--- src/rtl/aes_ctrl_pkg.sv ---
// aes_ctrl_pkg: shared types and constants for the AES block loader
package aes_ctrl_pkg;
    typedef enum logic [2:0] {IDLE, LOAD, ENC, DEC, DONE} state_t;
    localparam int BLK_BYTES = 16;
    localparam int BLK_W = 128;
    function automatic int max_int(input int a, input int b);
        return a > b ? a : b;
    endfunction
endpackage

--- src/rtl/aes_block_loader_if.sv ---
// aes_block_loader_if: byte stream in, AES block and control out
interface aes_block_loader_if;
    import aes_ctrl_pkg::*;
    logic [7:0] rx_data;
    logic rx_valid;
    logic rx_ready;
    logic [BLK_W-1:0] text_in;
    logic en_start;
    logic de_start;
    logic out_en;
    logic busy;
    logic blk_done;
    logic err;
    modport master (
        output rx_data, rx_valid,
        input rx_ready, text_in, en_start, de_start, out_en, busy, blk_done, err
    );
    modport slave (
        input rx_data, rx_valid,
        output rx_ready, text_in, en_start, de_start, out_en, busy, blk_done, err
    );
endinterface

--- src/rtl/aes_byte_packer.sv ---
// aes_byte_packer: shifts bytes into a 128-bit block, first byte ends up in the top byte
module aes_byte_packer
    import aes_ctrl_pkg::*;
(
    input logic sys_clk,
    input logic sys_rst,
    input logic clr,
    input logic load,
    input logic [7:0] data,
    output logic [BLK_W-1:0] text,
    output logic full
);
    logic [3:0] count;
    // count wraps 15->0 on the 16th load, which is exactly block completion
    always_ff @(posedge sys_clk or posedge sys_rst) begin
        if (sys_rst) begin
            text <= '0;
            count <= '0;
        end else if (load) begin
            text <= {text[BLK_W-9:0], data};
            count <= count + 1'b1;
        end else if (clr) begin
            count <= '0;
        end
    end
    assign full = count == 4'(BLK_BYTES - 1);
endmodule

--- src/rtl/aes_block_loader.sv ---
// aes_block_loader: packs 16 bytes into a block, then sequences AES encrypt and decrypt
module aes_block_loader
    import aes_ctrl_pkg::*;
#(
    parameter int ENC_LAT = 12,
    parameter int DEC_LAT = 12,
    parameter int TIMEOUT = 1000
) (
    input logic sys_clk,
    input logic sys_rst,
    aes_block_loader_if.slave bus
);
    localparam int WW = $clog2(max_int(ENC_LAT, DEC_LAT) + 1);
    localparam int TW = $clog2(max_int(TIMEOUT, 1) + 1);
    // decided one cycle early so the registered err lands TIMEOUT cycles after the last byte
    localparam int TO_HIT = TIMEOUT > 1 ? TIMEOUT - 2 : 0;
    state_t state;
    logic [WW-1:0] wcnt;
    logic [TW-1:0] tcnt;
    logic xfer, full, tmo;
    assign xfer = bus.rx_valid && bus.rx_ready;
    assign tmo = state == LOAD && !xfer && TIMEOUT != 0 && tcnt == TW'(TO_HIT);
    aes_byte_packer u_packer (
        .sys_clk(sys_clk),
        .sys_rst(sys_rst),
        .clr(tmo),
        .load(xfer),
        .data(bus.rx_data),
        .text(bus.text_in),
        .full(full)
    );
    always_ff @(posedge sys_clk or posedge sys_rst) begin
        if (sys_rst) begin
            state <= IDLE;
            wcnt <= '0;
            tcnt <= '0;
            bus.rx_ready <= 1'b1;
            bus.en_start <= 1'b0;
            bus.de_start <= 1'b0;
            bus.out_en <= 1'b0;
            bus.busy <= 1'b0;
            bus.blk_done <= 1'b0;
            bus.err <= 1'b0;
        end else begin
            bus.en_start <= 1'b0;
            bus.de_start <= 1'b0;
            bus.blk_done <= 1'b0;
            bus.err <= 1'b0;
            case (state)
                IDLE: if (xfer) begin
                    state <= LOAD;
                    tcnt <= '0;
                end
                LOAD: if (xfer && full) begin
                    state <= ENC;
                    wcnt <= '0;
                    bus.rx_ready <= 1'b0;
                    bus.busy <= 1'b1;
                    bus.out_en <= 1'b1;
                    bus.en_start <= 1'b1;
                end else if (xfer) begin
                    tcnt <= '0;
                end else if (tmo) begin
                    state <= IDLE;
                    tcnt <= '0;
                    bus.err <= 1'b1;
                end else begin
                    tcnt <= tcnt + 1'b1;
                end
                ENC: if (wcnt == WW'(ENC_LAT - 1)) begin
                    state <= DEC;
                    wcnt <= '0;
                    bus.out_en <= 1'b0;
                    bus.de_start <= 1'b1;
                end else begin
                    wcnt <= wcnt + 1'b1;
                end
                DEC: if (wcnt == WW'(DEC_LAT - 1)) begin
                    state <= DONE;
                    wcnt <= '0;
                    bus.blk_done <= 1'b1;
                end else begin
                    wcnt <= wcnt + 1'b1;
                end
                DONE: begin
                    state <= IDLE;
                    bus.rx_ready <= 1'b1;
                    bus.busy <= 1'b0;
                end
                default: state <= IDLE;
            endcase
        end
    end
endmodule

--- src/flat_wrapper.sv ---
// flat-port wrapper written by rule: the top's interface ports become plain ports
module aes_block_loader_flat import aes_ctrl_pkg::*;
#(
    parameter int ENC_LAT = 12,
    parameter int DEC_LAT = 12,
    parameter int TIMEOUT = 1000
)
  (sys_clk, sys_rst, bus_rx_data, bus_rx_valid, bus_rx_ready, bus_text_in, bus_en_start, bus_de_start, bus_out_en, bus_busy, bus_blk_done, bus_err);
  aes_block_loader_if bus_i ();
  input logic sys_clk;
  input logic sys_rst;
  input wire logic [$bits(bus_i.rx_data)-1:0] bus_rx_data;
  input wire logic [$bits(bus_i.rx_valid)-1:0] bus_rx_valid;
  output wire logic [$bits(bus_i.rx_ready)-1:0] bus_rx_ready;
  output wire logic [$bits(bus_i.text_in)-1:0] bus_text_in;
  output wire logic [$bits(bus_i.en_start)-1:0] bus_en_start;
  output wire logic [$bits(bus_i.de_start)-1:0] bus_de_start;
  output wire logic [$bits(bus_i.out_en)-1:0] bus_out_en;
  output wire logic [$bits(bus_i.busy)-1:0] bus_busy;
  output wire logic [$bits(bus_i.blk_done)-1:0] bus_blk_done;
  output wire logic [$bits(bus_i.err)-1:0] bus_err;
  assign bus_i.rx_data = bus_rx_data;
  assign bus_i.rx_valid = bus_rx_valid;
  assign bus_rx_ready = bus_i.rx_ready;
  assign bus_text_in = bus_i.text_in;
  assign bus_en_start = bus_i.en_start;
  assign bus_de_start = bus_i.de_start;
  assign bus_out_en = bus_i.out_en;
  assign bus_busy = bus_i.busy;
  assign bus_blk_done = bus_i.blk_done;
  assign bus_err = bus_i.err;
  aes_block_loader #(.ENC_LAT(ENC_LAT), .DEC_LAT(DEC_LAT), .TIMEOUT(TIMEOUT)) u_core (.sys_clk(sys_clk), .sys_rst(sys_rst), .bus(bus_i));
endmodule
--- config.mk ---
export PLATFORM = sky130hd
export DESIGN_NAME = aes_block_loader_flat
export DESIGN_NICKNAME = d
export VERILOG_FILES = /design/src/rtl/aes_ctrl_pkg.sv /design/src/rtl/aes_block_loader_if.sv /design/src/rtl/aes_byte_packer.sv /design/src/rtl/aes_block_loader.sv /design/src/flat_wrapper.sv
export SDC_FILE = /design/constraint.sdc
export NUM_CORES = 1
export LEC_CHECK = 0
export CAP_MARGIN = 30
export CORE_MARGIN = 3
export CORE_UTILIZATION = 40
export DETAILED_ROUTE_END_ITERATION = 6
export PLACE_DENSITY = 0.63
export SKIP_CTS_REPAIR_TIMING = 1
export SKIP_LAST_GASP = 1
export SLEW_MARGIN = 20
export SYNTH_ARGS = -nofsm -noshare
export SYNTH_HDL_FRONTEND = slang
export SYNTH_SLANG_ARGS = --single-unit
--- constraint.sdc ---
create_clock -name sys_clk -period 5.8 [get_ports sys_clk]
set_clock_uncertainty 0.05 [all_clocks]
set_input_delay 1.16 -clock sys_clk [delete_from_list [all_inputs] [get_ports sys_clk]]
set_output_delay 1.16 -clock sys_clk [all_outputs]
set_load 0.005 [all_outputs]
Word level (Yosys, flattened, before mapping):

Index checks and enable logic that the tools add are counted.

* bits in registers: 156
* bits of input ports: 11
* output and inout bits: 135
* logic and storage cells: 78

* $add $sub $neg: 3
* equality and inequality tests: 14
* muxes and demuxes: 32
* reduce and logical (&&, ||, !) cells: 17

Operators by type and width (number)
* $mux W10: 4
* $pmux W10 S2: 1
* $mux W3: 6
* $mux W4: 4
* $mux W1: 12
* $pmux W3 S4: 1
* $add A10 B1 Y10 const B: 1
* $eq A10 B10 Y1 const B: 1
* $reduce_bool A2 Y1: 5
* $add A4 B1 Y4 const B: 2
* $eq A4 B4 Y1 const B: 2
* $pmux W4 S2: 1
* $eq A3 B2 Y1 const B: 2
* $ne A2 B1 Y1 const B: 3
* $pmux W1 S2: 3
* $reduce_and A3 Y1: 2
* $reduce_and A5 Y1: 1
* $logic_and A1 B1 Y1: 4
* $ne A2 B2 Y1 const B: 2
* $reduce_and A2 Y1: 2
* $eq A3 B1 Y1 const B: 1
* $eq A3 B3 Y1 const B: 1
* $logic_not A3 Y1: 1
* $ne A3 B2 Y1 const B: 1
* other kinds (3): 3

Longest topological paths before layout:

* depth after elaboration: 8
* mapped depth: 7
* depth with buffers taken out: 7

Modules after synthesis:

A second synthesis with hierarchy kept.

* cell total of the unflattened synthesis: 413
* area total of the unflattened synthesis: 6382.4 um^2

By module, submodules not included
* aes_byte_packer: times used 1, cells each 289, area each 5177.5 um^2, seq. area each 3303.2 um^2
* aes_block_loader: times used 1, cells each 124, area each 1204.9 um^2, seq. area each 601.8 um^2

Worst setup path after synthesis:

No wires, ideal clock.

* kind: input -> register
* from: in bus_rx_valid
* to: reg u_core.state[0]
* setup time: 0.126 ns
* arrival time: 2.004 ns
* required time: 5.624 ns
* setup slack: 3.620 ns
* stages: 5
* path buffers: 1
* cells stage by stage: nand2_1 -> and2_1 -> buf_6 -> nand3_2 -> a221o_1

* word-level cells in the longest chain between the ends: 6
* elaborated cells between the ends (all ways): 11
* classes of those cells: eq/ne: 3; mux: 2; reduce/logical: 6

Ends and longest elaborated chain
* start, declared: line flat_wrapper.sv:13 `input wire logic [$bits(bus_i.rx_valid)-1:0] bus_rx_valid;`
* $logic_and A1 B1 Y1 *: line aes_block_loader.sv:21 `assign xfer = bus.rx_valid && bus.rx_ready;`
* $logic_not A1 Y1: line aes_block_loader.sv:22 `assign tmo = state == LOAD && !xfer && TIMEOUT != 0 && tcnt == TW'(TO_HIT);`
* $logic_and A1 B1 Y1 (2 in a row): line aes_block_loader.sv:22
* $ne A3 B2 Y1 (no source line)
* $reduce_and A5 Y1 (no source line)
* end signal, assigned: line aes_block_loader.sv:34 `state <= IDLE;`
* end signal, assigned: line aes_block_loader.sv:51 `state <= LOAD;`
* end signal, assigned: line aes_block_loader.sv:55 `state <= ENC;`
* end, declared: line aes_block_loader.sv:17 `state_t state;`

Mark *: on every way between the ends. The rest lies on a longest branch, timed or not.
A chain may end at the register's enable or synchronous reset.

Worst setup path after layout:

Ends and elaborated chain as after synthesis.

==> flow_metrics.py <==
metrics = {
    "global_routing": {
        "antenna_found_initial": 0,
        "gr-total-overflow": 0,
        "grt_first_pass_wirelength_mm": 25.2,
        "grt_usage_pct": 18.6,
        "grt_max_degree": 87,
        "grt_pass1_vias": 4876,
    },
    "synthesis": {
        "synth_warnings": 0,
        "ys_seq_area_share_pct": 62.6,
        "syn-cell-area_sq_um": 6240,
        "synth-simple-area-share_pct": 28.8,
        "syn_nets": 712,
        "synth.top_cell.area_share_pct": 62.2,
        "muxShareOfSynthArea_pct": 0.160,
        "ys_types": 45,
        "synthTopCellsByArea": "dfrtp_1 (62%), nand2_1 (24%), o21ai_0 (1.5%), buf_2 (1.1%), clkbuf_1 (0.84%)",
        "synth_fa_ha_area_share_pct": 0.802,
        "synth_area_leader_cell": "dfrtp_1",
        "ys_ff_latch": 156,
        "yosys.area_share.xor_xnor_pct": 0.421,
        "synth_top_family_by_area": "simple AND/OR/NAND/NOR gates",
        "synth_compound_area_share_pct": 3.83,
        "synth.avg_cell_area_sq_um": 8.95,
        "syn_inst": 697,
    },
    "setup_path": {
        "required_ns": 6.06,
        "crit_chain": "clkdlybuf4s50_1 > nand2_4 > buf_4 > a2111oi_0 > a221o_1",
        "crit_fanout": 86,
        "end_kind": "flop",
        "max_stage_delay_ns": 0.74,
        "start_kind": "input port",
        "worstSetupPathType": "input port to flop",
        "crit_arrival_ns": 3.45,
        "cpMaxStageDelayCell": "buf_4",
    },
    "final_layout": {
        "n_antenna_cell": 0,
        "synthToLayoutAreaGrowth_pct": 35.3,
        "drive_above_1_share_pct": 5.69,
        "layout.nets": 846,
        "final_util_pct": 55.3,
        "final_cell_mix": "nand2_1 (405), dfrtp_1 (155), clkdlybuf4s50_1 (145)",
        "layout_commonest_cell": "nand2_1",
        "post-route-cell-area_sq_um": 8440,
    },
    "power_and_ir_drop": {
        "power.total_mw": 4.11,
        "seqPwrFrac_pct": 44.3,
        "p_sw_share_pct": 29.9,
        "p_comb_share_pct": 28.2,
        "pwr-share-clk_pct": 27.5,
        "power.density_nw_per_um2": 487,
        "switchingPower_mw": 1.23,
        "p_leak_nw": 4.28,
        "p_int_mw": 2.88,
        "ir_worst_vdd_uv": 242,
    },
    "floorplanning": {
        "dieHeight_microns": 131,
        "die_w_microns": 131,
        "rows": 45,
        "coreArea_sq_um": 15300,
        "ios": 146,
        "start_util_pct": 40.9,
        "die_area_sq_um": 17100,
    },
    "routing": {
        "drc_errors": 0,
        "dr.pass1.iters": 6,
        "wl_mm": 15.5,
        "first_iter_violations": 332,
        "ant_nets": 0,
        "wire_per_inst_microns": 14.7,
        "via_per_inst": 4.81,
        "vias": 5073,
    },
    "sta": {
        "fin_crit_ns": 3.18,
        "report.final.hold_viol_count": 0,
        "fin_crit_sh_pct": 54.9,
        "tns_ns": 0,
        "setup_viol": 0,
        "maxSlewViolCount": 0,
        "relSlewSlack_pct": 41.0,
        "fmax_mhz": 314,
        "rsz0062_at_grt": "no",
        "tightest_slew_ns": 0.885,
    },
    "cts": {
        "htreeDepth": 4,
        "clkTransAtPathRegs_ns": 0.07,
        "cts_max_path_buffers": 2,
        "cts_root_buf": "clkbuf_16",
        "insertion_delay_ns": 0.42,
        "cts_tree": "built",
        "numClockSinks": 156,
        "cts_made_buffers": 17,
    },
    "placed_design": {
        "dp_hpwl_mm": 10.1,
        "gp_congestion": 0.866,
        "place_area_sq_um": 7840,
        "io_buffers": 145,
    },
    "worst_hold_path": {
        "min_path_type": "flop to flop",
    },
    "flow_run": {
        "maxCapViolCount": 0,
    },
    "status": {
        "status": "completed",
    },
}
==> worst max-delay path: cells and delay by family <==
family	cells	cell delay, ns
simple gates	1	0.46
compound gates	2	0.53
buf+inv	2	1.25
==> routing by layer <==
metal	vias to the layer above	share of wire (%)	global-route usage, %
li1	2443	-	-
met1	2458	44	25.1
met2	156	47	28.1
met3	16	8.0	7.07
met4	0	1.4	5.93
met5	-	0	0
==> path summary, 6_finish.rpt <==
| check | from | endpoint | slack [ns] | cells after the start |
|---|---|---|---|---|
| min reg2reg | u_core.u_packer.text[124]$_DFFE_PP0P_ | u_core.u_packer.text[124]$_DFFE_PP0P_ | 0.43 | 2 |
| max in group asynchronous | sys_rst | u_core.u_packer.text[24]$_DFFE_PP0P_ | 3.43 | 3 |
| min | u_core.u_packer.text[124]$_DFFE_PP0P_ | u_core.u_packer.text[124]$_DFFE_PP0P_ | 0.43 | 2 |
| max | bus_rx_valid | u_core.state[0]$_DFFE_PP0P_ | 2.62 | 5 |
| min in group asynchronous | sys_rst | u_core.u_packer.text[126]$_DFFE_PP0P_ | 1.20 | 2 |
| max reg2reg | u_core.bus.rx_ready$_DFFE_PP1P_ | u_core.tcnt[3]$_DFFE_PP0P_ | 3.37 | 4 |
==> kinds of logic after synthesis <==
group / count (synthesis)
simple gates: 449
flops: 156
buf+inv: 47
compound gates: 37
fa+ha+maj: 4
xor+xnor: 3
mux: 1
==> Yosys cell counts, drive strengths merged <==
cell type / count
nand2: 407
dfrtp: 155
buf: 20
o21ai: 19
clkbuf: 14
inv: 13
nand3: 9
nor2: 8
a31oi: 5
and3: 5
nand4: 5
ha: 4
o211ai: 3
a21oi: 2
and2: 2
nand2b: 2
nor3b: 2
or2: 2
xor2: 2
a2111oi: 1
a21boi: 1
a21o: 1
a221o: 1
a31o: 1
a32o: 1
and3b: 1
and4: 1
dfstp: 1
mux2i: 1
nor3: 1
nor4: 1
nor4bb: 1
o22ai: 1
o311ai: 1
or3: 1
or4: 1
xnor2: 1
==> layout make-up <==
class                   count  area, sq um
flip-flops and latches    156         3910
well taps                 211          264
multi-input cells         494         2130
inverters                  13         53.8
clock buffers              20          457
clock inverters            12          144
fillers                  1358         6820
repair buffers            149         1480
==> per-stage QoR <==
step	hold slack, ns	setup WS, ns	std cells
4_1_cts	0.435	2.58	1055
3_5_place_dp	0.420	2.14	1023
5_1_grt	0.454	2.45	1055
2_1_floorplan	0.415	0.385	697
6_report	0.430	2.62	1055
3_3_place_gp	0.412	2.16	1023
==> state kept, by name (all words and copies together) (netlist names) <==
name,cells
u_core.u_packer.text,128
u_core.tcnt,10
u_core.u_packer.count,4
u_core.wcnt,4
u_core.state,3
u_core.bus.blk_done,1
u_core.bus.busy,1
u_core.bus.de_start,1
u_core.bus.en_start,1
u_core.bus.err,1
u_core.bus.out_en,1
u_core.bus.rx_ready,1
==> power by group through the flow <==
stage / registers (mW) / clock network, mW / logic, mW
floorplan: 1.76 / 0 / 0.390
global placement: 1.83 / 0 / 1.16
detailed placement: 1.83 / 0 / 1.17
CTS: 1.83 / 1.15 / 1.18
global route: 1.88 / 1.20 / 1.29
finish: 1.82 / 1.13 / 1.16
Note: power is estimated with default switching activity, not from simulation.
==> edit 1 (same settings) <==
Encoding of `state_t`: now one-hot (5 bits for 5 states).
--- a/src/rtl/aes_ctrl_pkg.sv
+++ b/src/rtl/aes_ctrl_pkg.sv
@@ -1,6 +1,6 @@
 // aes_ctrl_pkg: shared types and constants for the AES block loader
 package aes_ctrl_pkg;
-    typedef enum logic [2:0] {IDLE, LOAD, ENC, DEC, DONE} state_t;
+    typedef enum logic [4:0] {IDLE = 5'b00001, LOAD = 5'b00010, ENC = 5'b00100, DEC = 5'b01000, DONE = 5'b10000} state_t;
     localparam int BLK_BYTES = 16;
     localparam int BLK_W = 128;
     function automatic int max_int(input int a, input int b);
Behaviour: no difference found for any inputs over 10 cycles, from zero or initial values and one cycle with sys_rst high; not proved beyond that.
==> edit 1 against the unedited design <==
Clock power grew 4%; power shrank 5.9%; setup slack gained 0.30 ns; first-iteration DRC count shrank 5.1%; sequential cell count grew 2; area after synthesis grew 2.3%; non-clock buffer count grew 2; wire length grew 4.1%; global-route usage grew 0.10 points; fmax grew 10%; sequential share of layout area shrank 0.74 points; design area grew 3.0%; critical path type unchanged; critical endpoint is now u_core.u_packer.text[58]; largest cell class unchanged; largest power group unchanged.
==> edit 1: results (changes against the unedited design) <==
DR vias/cell=4.87 (was 4.81); placed insts=1,024 (was 1,023); crit path to=u_core.u_packer.text[58] (was u_core.state[0]); Critical Path Fanout Max=68 (was 86); vias in the first global route=5,033 (was 4,876); Net Sw Frac=30.0% (was 29.9%); Worst-Margin Slew=0.712 ns (was 0.885 ns); r2r setup slk=3.73 ns (was 3.37 ns); Iteration-0 DRC Markers=315 (was 332); status=finished clean (unchanged); synth cell count leaders=nand2_1, dfrtp_1, clkbuf_1, nor3_1, nor2_1 (was nand2_1, dfrtp_1, o21ai_0, buf_2, clkbuf_1); gr usage total=18.7% (was 18.6%); global-route wire length before repair=26.6 mm (was 25.2 mm); Worst R2R End=u_core.u_packer.count[0] (was u_core.tcnt[3]); fraction of layout cells with a size suffix above 1=5.90% (was 5.69%); post-synthesis cell type count=47 (was 45); leak pwr=0.00443 uW (was 0.00428 uW); top cells by area, synth=dfrtp_1, nand2_1, clkbuf_1 (was dfrtp_1, nand2_1, o21ai_0); gpl congestion=0.811 (was 0.866); fillcell total=1,399 (was 1,358); biggest regs=u_core.u_packer.text: 128 flops, u_core.tcnt: 10 flops, u_core.state: 5 flops (was u_core.u_packer.text: 128 flops, u_core.tcnt: 10 flops); largest net degree at the start of global routing=98 (was 87); Final Non-Filler Cells=1,058 (was 1,055); peak supply drop=0.000244 V (was 0.000242 V); Detailed Routing Iterations Pass 1=5 (was 6); nets=849 (was 846); reg2reg start=u_core.state[2] (was u_core.bus.rx_ready)
[edit 1: cell families (layout without fill, tap and decap cells)]
kind of cell	Yosys count	in the layout	share of synthesized area, %
compound gates	37	37	5.06
buf+inv	39	189	2.29
xor+xnor	1	1	0.137
fa+ha+maj	4	4	0.784
simple gates	454	454	29.0
flops	158	158	62.0
mux	4	4	0.706
[edit 1: layout make-up]
type	count	area, sq um	share of cell area [%]
clock inverter	15	196	2.26
timing repair buffer	151	1530	17.6
tap	211	264	3.04
clock buffer	17	425	4.90
inverter	6	27.5	0.317
sequential	158	3960	45.5
multi-input combinational	500	2290	26.4
[edit 1: how the worst min path moves through the flow]
stage                                         start                         to  slack, ns  cells after the start
final                     u_core.u_packer.text[124]  u_core.u_packer.text[124]       0.43                      2
after global routing      u_core.u_packer.text[124]  u_core.u_packer.text[124]       0.47                      2
after CTS                 u_core.u_packer.text[124]  u_core.u_packer.text[124]       0.43                      2
after detailed placement  u_core.u_packer.text[121]  u_core.u_packer.text[121]       0.41                      2
after global placement    u_core.u_packer.text[123]  u_core.u_packer.text[123]       0.41                      2
after floorplan           u_core.u_packer.text[120]  u_core.u_packer.text[120]       0.42                      2
[edit 1: critical path: stages]
cell and delay [ns]:
clkdlybuf4s50_1 0.51, nand2_4 0.56, buf_4 0.67, nand2_1 0.14, nand2_1 0.09
[edit 1: through the flow]
| stage | area, sq um | power, uW | hold slack (ns) | worst slack [ns] |
|---|---|---|---|---|
| finish | 8690 | 3870 | 0.426 | 2.92 |
| global route | 8690 | 4090 | 0.468 | 2.75 |
| CTS | 8640 | 3910 | 0.433 | 2.82 |
| detailed placement | 8020 | 2720 | 0.412 | 2.39 |
| global placement | 8020 | 2700 | 0.410 | 2.42 |
| floorplan | 6380 | 2000 | 0.420 | 0.330 |
[edit 1: power by group through the flow]
stage               logic (uW)  registers (uW)  clock network [uW]
global placement          1020            1680                   0
CTS                       1050            1670                1190
floorplan                  373            1630                   0
finish                    1030            1670                1170
global route              1140            1710                1240
detailed placement        1040            1680                   0
[edit 1: routing by layer]
| layer | GRT usage, % | up-vias | share of wire, % |
|---|---|---|---|
| met3 | 6.95 | 19 | 6.4 |
| met5 | 0 | - | 0 |
| met2 | 28.8 | 124 | 47 |
| li1 | - | 2487 | - |
| met1 | 24.9 | 2527 | 45 |
| met4 | 5.95 | 0 | 1.6 |
==> edit 2 (same settings) <==
Without the edit above. `TIMEOUT` is set to 1000 in 2 places; all go to 500.
--- a/src/rtl/aes_block_loader.sv
+++ b/src/rtl/aes_block_loader.sv
@@ -4,7 +4,7 @@
 #(
     parameter int ENC_LAT = 12,
     parameter int DEC_LAT = 12,
-    parameter int TIMEOUT = 1000
+    parameter int TIMEOUT = 500
 ) (
     input logic sys_clk,
     input logic sys_rst,
--- a/src/flat_wrapper.sv
+++ b/src/flat_wrapper.sv
@@ -3,7 +3,7 @@
 #(
     parameter int ENC_LAT = 12,
     parameter int DEC_LAT = 12,
-    parameter int TIMEOUT = 1000
+    parameter int TIMEOUT = 500
 )
   (sys_clk, sys_rst, bus_rx_data, bus_rx_valid, bus_rx_ready, bus_text_in, bus_en_start, bus_de_start, bus_out_en, bus_busy, bus_blk_done, bus_err);
   aes_block_loader_if bus_i ();
Formal check against the unedited RTL: no difference found for any inputs over 10 cycles, from zero or initial values and one cycle with sys_rst high; that may be too few to reach the edited logic, so the function may still have changed.
==> edit 2 against the unedited design <==
Critical path depth did not move; core utilization is 0.74 points higher; wire length is 2.4% lower; power fell by 14%; sequential cell count shrank 1; setup slack better by 0.19 ns; non-clock buffer count did not move; die area down 2.1%; via count shrank 3.2%; synthesized cell count shrank 2.3%; area after synthesis down 2.2%; design area decreased by 2.0%; critical path type unchanged; critical endpoint is now u_core.u_packer.text[20].
==> edit 2: results (changes against the unedited design) <==
fraction of layout cells with a size suffix above 1=4.72% (was 5.69%); Post-Synth XOR/XNOR Area=0.431% (was 0.421%); synth cell count leaders=nand2_1, dfrtp_1, clkbuf_1, a21oi_1, o21ai_0 (was nand2_1, dfrtp_1, o21ai_0, buf_2, clkbuf_1); nets=831 (was 846); compound-cell area share of the yosys netlist=3.75% (was 3.83%); r2r setup slk=3.52 ns (was 3.37 ns); vias in the first global route=4,791 (was 4,876); met1 GRT Util=24.8% (was 25.1%); fillcell total=1,333 (was 1,358); biggest regs=u_core.u_packer.text: 128 flops, u_core.tcnt: 9 flops (was u_core.u_packer.text: 128 flops, u_core.tcnt: 10 flops); placed cell area=7720 sq um (was 7840 sq um); largest net degree at the start of global routing=86 (was 87); Critical Path Fanout Max=76 (was 86); Worst R2R End=u_core.u_packer.text[20] (was u_core.tcnt[3]); post-synthesis cell type count=41 (was 45); post-synthesis mux area share=0.328% (was 0.160%); Vias=4,912 (was 5,073); PD cells=429 nW/um^2 (was 487 nW/um^2); Worst-Margin Slew=0.841 ns (was 0.885 ns); final hold slack=0.425 ns (was 0.430 ns); post-synthesis sequential area ratio=63.6% (was 62.6%); Min-Delay Startpoint=u_core.u_packer.text[121] (was u_core.u_packer.text[124]); Post-Synth Adder-Cell Area=0.820% (was 0.802%); post-DP HPWL=9.97 mm (was 10.1 mm); Detailed Routing Iterations Pass 1=4 (was 6); WP data arrival=3.30 ns (was 3.45 ns); drt total wl=15.1 mm (was 15.5 mm); met3 Usage GRT=8.53% (was 7.07%); status=finished clean (unchanged); net count after synthesis=696 (was 712); gpl congestion=0.807 (was 0.866); leak pwr=0.00418 uW (was 0.00428 uW); peak supply drop=0.000217 V (was 0.000242 V)
==> edit 2: cell types whose count changed in the layout (fill, tap and decap cells not counted), sizes merged, moves of 6 or more <==
cell	delta
inv	-6
o21ai	-8
nand2	-6
a21oi	+11
==> edit 2: critical path, stage by stage <==
cell	delay (ns)
clkdlybuf4s50_1	0.55
and2_4	0.68
buf_4	0.64
nand2_1	0.13
nand2_1	0.08
==> edit 2: cell families (layout without fill, tap and decap cells) <==
| kind of cell | count (synthesis) | count (layout) |
|---|---|---|
| simple gates | 439 | 439 |
| flops | 155 | 155 |
| buf+inv | 41 | 187 |
| compound gates | 37 | 37 |
| fa+ha+maj | 4 | 4 |
| xor+xnor | 3 | 3 |
| mux | 2 | 2 |
==> edit 2: through the flow <==
| stage | setup WS (ns) | power (uW) |
|---|---|---|
| 2_1_floorplan | 0.414 | 1930 |
| 3_3_place_gp | 2.42 | 2510 |
| 3_5_place_dp | 2.36 | 2540 |
| 4_1_cts | 2.79 | 3590 |
| 5_1_grt | 2.64 | 3770 |
| 6_report | 2.81 | 3550 |
==> edit 2: cell type report <==
cell class                      count  share of cell area, %
Multi-Input combinational cell    485                   25.1
Timing Repair Buffer              149                   18.2
Clock inverter                      7                  0.817
Tap cell                          184                   2.78
Sequential cell                   155                   46.9
Clock buffer                       23                   5.78
Inverter                            8                  0.424
==> edit 2: power by group <==
group | switching (uW) | total (uW) | internal [uW]
clock network | 411 | 1030 | 617
registers | 266 | 1630 | 1360
logic | 352 | 893 | 541
==> edit 2: per-layer routing <==
layer  share of wire, %  routed length, um  vias up
met1                 44               6700     2365
met4                1.1                165        0
met2                 46               6960      131
met5                  0                  0        -
met3                8.5               1280       12
li1                   -                  -     2404
